--- src/rtl/hex_display_pager.sv ---
// Purpose: pages through NUM_CHANNELS packed debug words onto DIGITS active-low seven-segment digits.
// Latency: data_in -> seg is 2 edges; button press -> page is 2 sync + DEBOUNCE_CYCLES + 2 edges.
// Backpressure: none; every input is sampled each cycle and the outputs are free-running.
//
// Ports:
//   clock, reset      system clock; asynchronous active-low reset
//   data_in           channel k at bits [k*DATA_W +: DATA_W]
//   btn_next_n/prev_n raw active-low asynchronous page buttons (synchronised + debounced here)
//   freeze            1 holds the displayed snapshot (page may still move)
//   blank_lz          1 blanks digits above the most significant nonzero nibble
//   auto_scroll       auto-advance enable (only with HEX_DISPLAY_PAGER_AUTO_SCROLL_EN)
//   seg               digit i at bits [i*7 +: 7], bit 0 = a .. bit 6 = g, active-low
//   page              current channel index
//   page_changed      one-cycle pulse following each page update
// Optional feature macro: HEX_DISPLAY_PAGER_AUTO_SCROLL_EN builds the auto-scroll counter.
module hex_display_pager #(
  parameter int NUM_CHANNELS    = 8,
  parameter int DATA_W          = 32,
  parameter int DIGITS          = DATA_W/4,
  parameter int DEBOUNCE_CYCLES = 250000,
  parameter int SCROLL_CYCLES   = 50000000,
  parameter int PAGE_W          = $clog2(NUM_CHANNELS)
) (
  input  logic                           clock,
  input  logic                           reset,
  input  logic [NUM_CHANNELS*DATA_W-1:0] data_in,
  input  logic                           btn_next_n,
  input  logic                           btn_prev_n,
  input  logic                           freeze,
  input  logic                           blank_lz,
  input  logic                           auto_scroll,
  output logic [DIGITS*7-1:0]            seg,
  output logic [PAGE_W-1:0]              page,
  output logic                           page_changed
);

  localparam int NIB   = DATA_W/4;
  localparam int SHOWN = (DIGITS < NIB) ? DIGITS : NIB;
  localparam int DB_W  = $clog2(DEBOUNCE_CYCLES);

  // Index 0 = next, index 1 = prev.
  logic [1:0] btn_raw;
  logic [1:0] press;

  assign btn_raw = {btn_prev_n, btn_next_n};

  for (genvar b = 0; b < 2; b++) begin : g_btn
    logic            sync1;
    logic            sync2;
    logic            stable;
    logic            stable_d;
    logic            press_q;
    logic [DB_W-1:0] db_cnt;

    always_ff @(posedge clock or negedge reset) begin
      if (!reset) begin
        sync1    <= 1'b1;
        sync2    <= 1'b1;
        stable   <= 1'b1;
        stable_d <= 1'b1;
        press_q  <= 1'b0;
        db_cnt   <= '0;
      end else begin
        sync1    <= btn_raw[b];
        sync2    <= sync1;
        stable_d <= stable;
        // Only a falling stable level is a press; releases are silent.
        press_q  <= stable_d & ~stable;
        if (sync2 == stable) begin
          db_cnt <= '0;
        end else if (db_cnt == DB_W'(DEBOUNCE_CYCLES-1)) begin
          stable <= sync2;
          db_cnt <= '0;
        end else begin
          db_cnt <= db_cnt + 1'b1;
        end
      end
    end

    assign press[b] = press_q;
  end

  logic auto_step;
  logic step_next;
  logic step_prev;

`ifdef HEX_DISPLAY_PAGER_AUTO_SCROLL_EN
  localparam int SC_W = $clog2(SCROLL_CYCLES);
  logic [SC_W-1:0] scroll_cnt;
  logic            scroll_wrap;

  assign scroll_wrap = (scroll_cnt == SC_W'(SCROLL_CYCLES-1));
  // Any button pulse wins over the auto step and restarts the period.
  assign auto_step   = auto_scroll && !(|press) && scroll_wrap;

  always_ff @(posedge clock or negedge reset) begin
    if (!reset) begin
      scroll_cnt <= '0;
    end else if (!auto_scroll || (|press) || scroll_wrap) begin
      scroll_cnt <= '0;
    end else begin
      scroll_cnt <= scroll_cnt + 1'b1;
    end
  end
`else
  logic unused_auto;
  assign auto_step   = 1'b0;
  assign unused_auto = auto_scroll & (SCROLL_CYCLES > 0);
`endif

  // Simultaneous next and prev cancel out.
  assign step_next = (press[0] & ~press[1]) | auto_step;
  assign step_prev = press[1] & ~press[0];

  always_ff @(posedge clock or negedge reset) begin
    if (!reset) begin
      page         <= '0;
      page_changed <= 1'b0;
    end else begin
      page_changed <= step_next | step_prev;
      if (step_next) begin
        page <= (page == PAGE_W'(NUM_CHANNELS-1)) ? '0 : page + 1'b1;
      end else if (step_prev) begin
        page <= (page == '0) ? PAGE_W'(NUM_CHANNELS-1) : page - 1'b1;
      end
    end
  end

  logic [DATA_W-1:0] chan;
  logic [DATA_W-1:0] snap;

  always_comb begin
    chan = '0;
    for (int k = 0; k < NUM_CHANNELS; k++) begin
      if (page == PAGE_W'(k)) chan = data_in[k*DATA_W +: DATA_W];
    end
  end

  always_ff @(posedge clock or negedge reset) begin
    if (!reset) begin
      snap <= '0;
    end else if (!freeze) begin
      snap <= chan;
    end
  end

  function automatic logic [6:0] enc(input logic [3:0] n);
    case (n)
      4'h0: enc = 7'b1000000;
      4'h1: enc = 7'b1111001;
      4'h2: enc = 7'b0100100;
      4'h3: enc = 7'b0110000;
      4'h4: enc = 7'b0011001;
      4'h5: enc = 7'b0010010;
      4'h6: enc = 7'b0000010;
      4'h7: enc = 7'b1111000;
      4'h8: enc = 7'b0000000;
      4'h9: enc = 7'b0010000;
      4'hA: enc = 7'b0001000;
      4'hB: enc = 7'b0000011;
      4'hC: enc = 7'b1000110;
      4'hD: enc = 7'b0100001;
      4'hE: enc = 7'b0000110;
      default: enc = 7'b0001110;
    endcase
  endfunction

  int                   top_nz;
  logic [DIGITS*7-1:0]  seg_nxt;

  always_comb begin
    // Highest nonzero nibble over the whole word, so a nonzero undisplayed
    // upper nibble suppresses blanking of every shown digit.
    top_nz = 0;
    for (int i = 0; i < NIB; i++) begin
      if (snap[i*4 +: 4] != 4'h0) top_nz = i;
    end
    seg_nxt = '1;
    for (int i = 0; i < SHOWN; i++) begin
      if (!(blank_lz && (i > top_nz))) seg_nxt[i*7 +: 7] = enc(snap[i*4 +: 4]);
    end
  end

  always_ff @(posedge clock or negedge reset) begin
    if (!reset) begin
      seg <= '1;
    end else begin
      seg <= seg_nxt;
    end
  end

endmodule

--- config.mk ---
export PLATFORM = sky130hd
export DESIGN_NAME = hex_display_pager
export DESIGN_NICKNAME = d
export VERILOG_FILES = /design/src/rtl/hex_display_pager.sv
export SDC_FILE = /design/constraint.sdc
export NUM_CORES = 1
export LEC_CHECK = 0
export BUFFER_PORTS_ARGS = -buffer_cell sky130_fd_sc_hd__buf_2
export CAP_MARGIN = 30
export CORE_ASPECT_RATIO = 0.8
export CORE_UTILIZATION = 50
export CTS_BUF_LIST = sky130_fd_sc_hd__clkbuf_8
export DETAILED_ROUTE_END_ITERATION = 10
export GPL_ROUTABILITY_DRIVEN = 0
export PLACE_DENSITY = 0.79
export SETUP_SLACK_MARGIN = 0.4
export SLEW_MARGIN = 20
export SYNTH_ARGS = -nofsm -noshare
export SYNTH_HDL_FRONTEND = slang
export SYNTH_SLANG_ARGS = --single-unit
--- constraint.sdc ---
create_clock -name clock -period 3.25 [get_ports clock]
set_input_delay 0.4875 -clock clock [delete_from_list [all_inputs] [get_ports clock]]
set_output_delay 0.4875 -clock clock [all_outputs]
set_load 0.005 [all_outputs]
Yosys cells after proc, flatten, opt, wreduce, memory -nomap -nowiden
Memories as Yosys holds them, arrays and structs flattened. A register that Yosys moved wholly into a read port is not among the register bits. Cells that the tools add are included.

Input bits: 263. Output and inout bits: 60. Memories kept: 8. ROM bits: 896. Register bits after elaboration: 138.

Memory list: (name not given) (depth 16, bits a word 7, read ports 1, clocked after memory_dff 1, write ports 0, line 148) `case (n)`; (name not given) (depth 16, bits a word 7, read ports 1, clocked after memory_dff 0, write ports 0, line 148); (name not given) (depth 16, bits a word 7, read ports 1, clocked after memory_dff 0, write ports 0, line 148); (name not given) (depth 16, bits a word 7, read ports 1, clocked after memory_dff 0, write ports 0, line 148); (name not given) (depth 16, bits a word 7, read ports 1, clocked after memory_dff 0, write ports 0, line 148); (name not given) (depth 16, bits a word 7, read ports 1, clocked after memory_dff 0, write ports 0, line 148); 2 more memories.

Bitwise operators: 11. $lt $le $gt $ge: 8. Equal/unequal tests: 11. Multiplexer cells: 31. Add/subtract/negate cells: 4. Reductions and logical operators: 20.

Operator list (count): two-way mux 32 bit (14); greater-than comparator 4 x 32 -> 1 bit (first input constant) (4); two-way mux 18 bit (4); greater-than comparator 3 x 32 -> 1 bit (first input constant) (2); two-way mux 7 bit (8); adder 18 x 1 -> 18 bit (second input constant) (2); equality test 18 bit (second input constant) (2); greater-than comparator 1 x 32 -> 1 bit (first input constant) (1); greater-than comparator 2 x 32 -> 1 bit (first input constant) (1); nonzero test 4 bit (7); equality test 3 bit (second input constant) (4); two-way mux 3 bit (4); logical AND 1 bit (8); equality test 3 x 2 -> 1 bit (second input constant) (2); NOT 1 bit (6); bitwise AND 1 bit (4); AND reduction 2 bit (2); adder 3 x 1 -> 3 bit (second input constant) (1); equality test 3 x 1 -> 1 bit (second input constant) (1); zero test 3 bit (1); subtractor 3 x 1 -> 3 bit (second input constant) (1); equality test 1 bit (2); nonzero test 2 bit (1); zero test 1 bit (1); other kinds (2) (2).

Depth between registers and ports, before layout
Word-level depth: 11. Mapped depth: 11.

Worst setup path before layout
No wires, ideal clock.

Kind: register -> register. From: register page[2]. To: register snap[24]. Path buffers: 5. Data required time: 3107 ps. Path slack: 620 ps. Stages on the path, launching flop included: 12. Arrival time: 2487 ps. Library setup time: 143 ps. Cells stage by stage: dfrtp_1 clkinv_1 clkbuf_1 clkbuf_1 ha_1 clkbuf_1 or2_2 clkbuf_1 clkbuf_1 a221oi_1 a2111oi_0 o221ai_1.

Cells in the longest elaborated chain, start to end: 9. Elaborated cells between the ends (all ways): 16. Those cells by class: eq/ne (7); mux (8); reduce/logical (1).

RTL lines: start, declared (line 33) `output logic [PAGE_W-1:0] page,`; start signal, assigned (line 122) `page <= (page == PAGE_W'(NUM_CHANNELS-1)) ? '0 : page + 1'b1;`; start signal, assigned (line 124) `page <= (page == '0) ? PAGE_W'(NUM_CHANNELS-1) : page - 1'b1;`; zero test 3 bit (line 135) `if (page == PAGE_W'(k)) chan = data_in[k*DATA_W +: DATA_W];`; two-way mux 32 bit (7 in series) (line 135); two-way mux 32 bit * (line 135); end signal, assigned (line 143) `snap <= chan;`; end, declared (line 130) `logic [DATA_W-1:0] snap;`.

Every way passes the cells marked *; elsewhere a longest branch is shown, timed or not. A chain may end at the register's enable or synchronous reset.

Final worst setup path
From: register page[1]. To: register snap[27].

Same word-level chain as after synthesis.

==> reports/metrics.yaml <==
logic_synthesis:
  ys_ff_latch: 138
  synth_common_cells: "nand2_1, a21oi_1, clkbuf_1"
  yosysSeqAreaShare: 0.365
  synthesis.area_um2: 9680
  async_flop_share: 1.00
  ys_top_cells_by_area: "dfrtp_1, dfstp_2, ha_1"
  synth_top_area_share: 0.191
  yosysWarnings: 0
  post-synth-top-area-cell: "dfrtp_1"
  syn_avg_cell_area_um2: 8.76
  synth_most_common_cell: "nand2_1"
  ys.flop_type: "dfrtp_1"
  synth.distinct_cells: 50
  synth.net_count: 1426
  synthCells: 1105
  synth-edff-count: 0
die:
  die_h_um: 126
  pin_count: 323
  die-area_um2: 19900
  start_util: 0.510
  die_w_um: 158
  rows: 45
  core_um2: 19000
sta:
  finalSetupViolCount: 0
  fmax_mhz: 377
  setup_ws_ps: 597
  rsz0062_at_grt: "no"
  hold_violations: 0
  fin_setup_tns_ps: 0
  fin_crit_sh: 0.816
  tightest_slew_ps: 990
  maxSlewHeadroom: 0.338
  finalCriticalPeriod_ps: 2650
  slew_violations: 0
  fin_skew_ps: 15.4
power_and_ir_drop:
  powerDensity_nw_per_um2: 366
  p_sw_mw: 1.28
  clock_power_share: 0.328
  power.total_mw: 4.35
  p_int_mw: 3.07
  switching_share: 0.294
  power_leakage_nw: 5.53
  ir_drop_mv: 0.237
  p_seq_frac: 0.478
  p_comb_frac: 0.194
place:
  port_buffers: 321
  dp.cells: 1616
  place_ws_ps: 611
  dpl.hpwl_um: 22000
drt:
  postRouteAntennaNets: 0
  wl_um: 30800
  first_pass_iters: 6
  drt_iter0_drc: 632
  drc: 0
  routedWlPerCell_um: 18.6
  via_per_inst: 5.90
  num_vias: 9758
critical_path:
  worstSetupPathType: "reg2reg"
  crit_path_end_kind: "flip-flop"
  cp.required_ps: 3620
  cp_max_fo: 31
  crit_arrival_ps: 3020
  start_kind: "flip-flop"
clock_tree:
  clock_latency_ps: 460
  cts_tree: "yes"
  cts_setup_buffers: 0
  clk_path_buf_depth: 2
  clk_pin_slew_ps: 90
  numCtsBuffers: 17
  cts_sinks: 138
  h-tree-depth: 4
  clockRootBuffer: "clkbuf_8"
finish:
  fin_nets: 1700
  drive_above_1_share: 0.349
  utilization: 0.628
  stdcell_count: 1654
  areaGrowthSynthToFinish_pct: 23.1
global_routing:
  grt_antenna_before_repair: 4
  overflow: 0
  grt_pass1_vias: 9071
  grt_pass1_wl_um: 47700
  grt_start_max_net_pins: 100
  grt_usage: 0.312
job:
  drv_cap: 0
outcome:
  status: "finished, final reports clean"
hold_path:
  hold_class: "in2reg"
==> path summary, 6_finish.rpt <==
kind	startpoint	to	slack [ps]	depth (start not counted)
worst max-delay path	page[1]	snap[27]	600	6
worst min-delay path	btn_next_n	g_btn[0].sync1	120	1
worst max register to register	page[1]	snap[27]	600	6
worst min register to register	g_btn[1].sync1	g_btn[1].sync2	360	0
max in group asynchronous	reset	seg[44]	2020	3
min in group asynchronous	reset	snap[30]	550	2
==> cell families (layout without fill, tap and decap cells) <==
| group | count (synthesis) | count (layout) | share of synthesized area |
|---|---|---|---|
| compound gates | 360 | 360 | 0.269 |
| buf+inv | 159 | 446 | 0.0632 |
| mux | 20 | 20 | 0.0244 |
| flops | 138 | 138 | 0.365 |
| other cells | 0 | 4 | 0 |
| simple gates | 337 | 337 | 0.173 |
| fa+ha+maj | 58 | 58 | 0.0750 |
| xor+xnor | 33 | 33 | 0.0299 |
==> flip-flops by register name, indices dropped and copies added (netlist names) <==
| register | flops |
|---|---|
| g_btn.stable | 2 |
| page_changed | 1 |
| g_btn.stable_d | 2 |
| g_btn.sync1 | 2 |
| seg | 56 |
| g_btn.sync2 | 2 |
| g_btn.press_q | 2 |
| g_btn.db_cnt | 36 |
| snap | 32 |
| page | 3 |
==> per-stage QoR <==
step | cell area, µm² | hold WS (ps)
after floorplan | 9680 | 192
after global placement | 11500 | 346
after detailed placement | 11500 | 347
after CTS | 11900 | 98.4
after global routing | 11900 | 87.2
final | 11900 | 119
==> layer usage <==
layer / global-route usage / vias up / share of wire
met4: 0.0999 / 0 / 0.022
met2: 0.502 / 480 / 0.46
met5: 0 / - / 0
li1: - / 4577 / -
met3: 0.0670 / 60 / 0.080
met1: 0.419 / 4641 / 0.44
==> layout by cell type (no fill, tap or decap), drive strengths merged, types with 3 or more instances in the layout <==
| master | Yosys | routed |
|---|---|---|
| or3 | 4 | 4 |
| inv | 70 | 74 |
| o32a | 7 | 7 |
| a221oi | 33 | 33 |
| ha | 58 | 58 |
| or4 | 6 | 6 |
| and3 | 3 | 3 |
| o211ai | 83 | 83 |
| xnor2 | 20 | 20 |
| a21oi | 93 | 93 |
| nor2b | 43 | 43 |
| nand3 | 22 | 22 |
| clkinvlp | 0 | 4 |
| diode | 0 | 4 |
| nor4 | 9 | 9 |
| o21a | 12 | 12 |
| nor3 | 10 | 10 |
| o221a | 24 | 24 |
| nand4 | 16 | 16 |
| clkinv | 1 | 5 |
| nand2 | 118 | 118 |
| o221ai | 33 | 33 |
| dfstp | 64 | 64 |
| nor3b | 9 | 9 |
| and2 | 4 | 4 |
| a211oi | 3 | 3 |
| nor2 | 60 | 60 |
| mux2i | 9 | 9 |
| a22oi | 3 | 3 |
| mux2 | 9 | 9 |
| dfrtp | 74 | 74 |
| a21o | 26 | 26 |
| buf | 3 | 342 |
| nand2b | 17 | 17 |
| o21ai | 33 | 33 |
| xor2 | 13 | 13 |
| nand3b | 8 | 8 |
| clkbuf | 85 | 18 |
| or2 | 4 | 4 |
==> worst max-delay path, stage by stage, from the launching register on <==
cell	delay, ps
dfrtp_1	450
inv_1	130
ha_4	290
nor2b_4	810
a221oi_1	330
o32a_1	410
o221ai_1	160
==> power by group through the flow <==
stage	Clock, mW	Combinational, mW	Sequential (mW)
final	1.43	0.845	2.08
after global routing	1.54	0.940	2.10
after CTS	1.44	0.841	2.08
after detailed placement	0	0.835	2.11
after global placement	0	0.821	2.10
after floorplan	0	0.452	2.06
==> layout make-up <==
class / instances / area (µm²)
Clock inverter: 14 / 148
Fill cell: 1677 / 7070
Clock buffer: 18 / 248
Inverter: 71 / 267
Timing Repair Buffer: 343 / 1810
Antenna cell: 4 / 10.0
Sequential cell: 138 / 3530
Tap cell: 258 / 323
Multi-Input combinational cell: 808 / 5570
==> timing repair <==
action                     4_1_cts  5_1_grt
hold endpoints to repair         0        4
hold buffers                     0        1
resized for setup                0        0
setup endpoints to repair        0        0
Power figures use the tool's default switching activity.
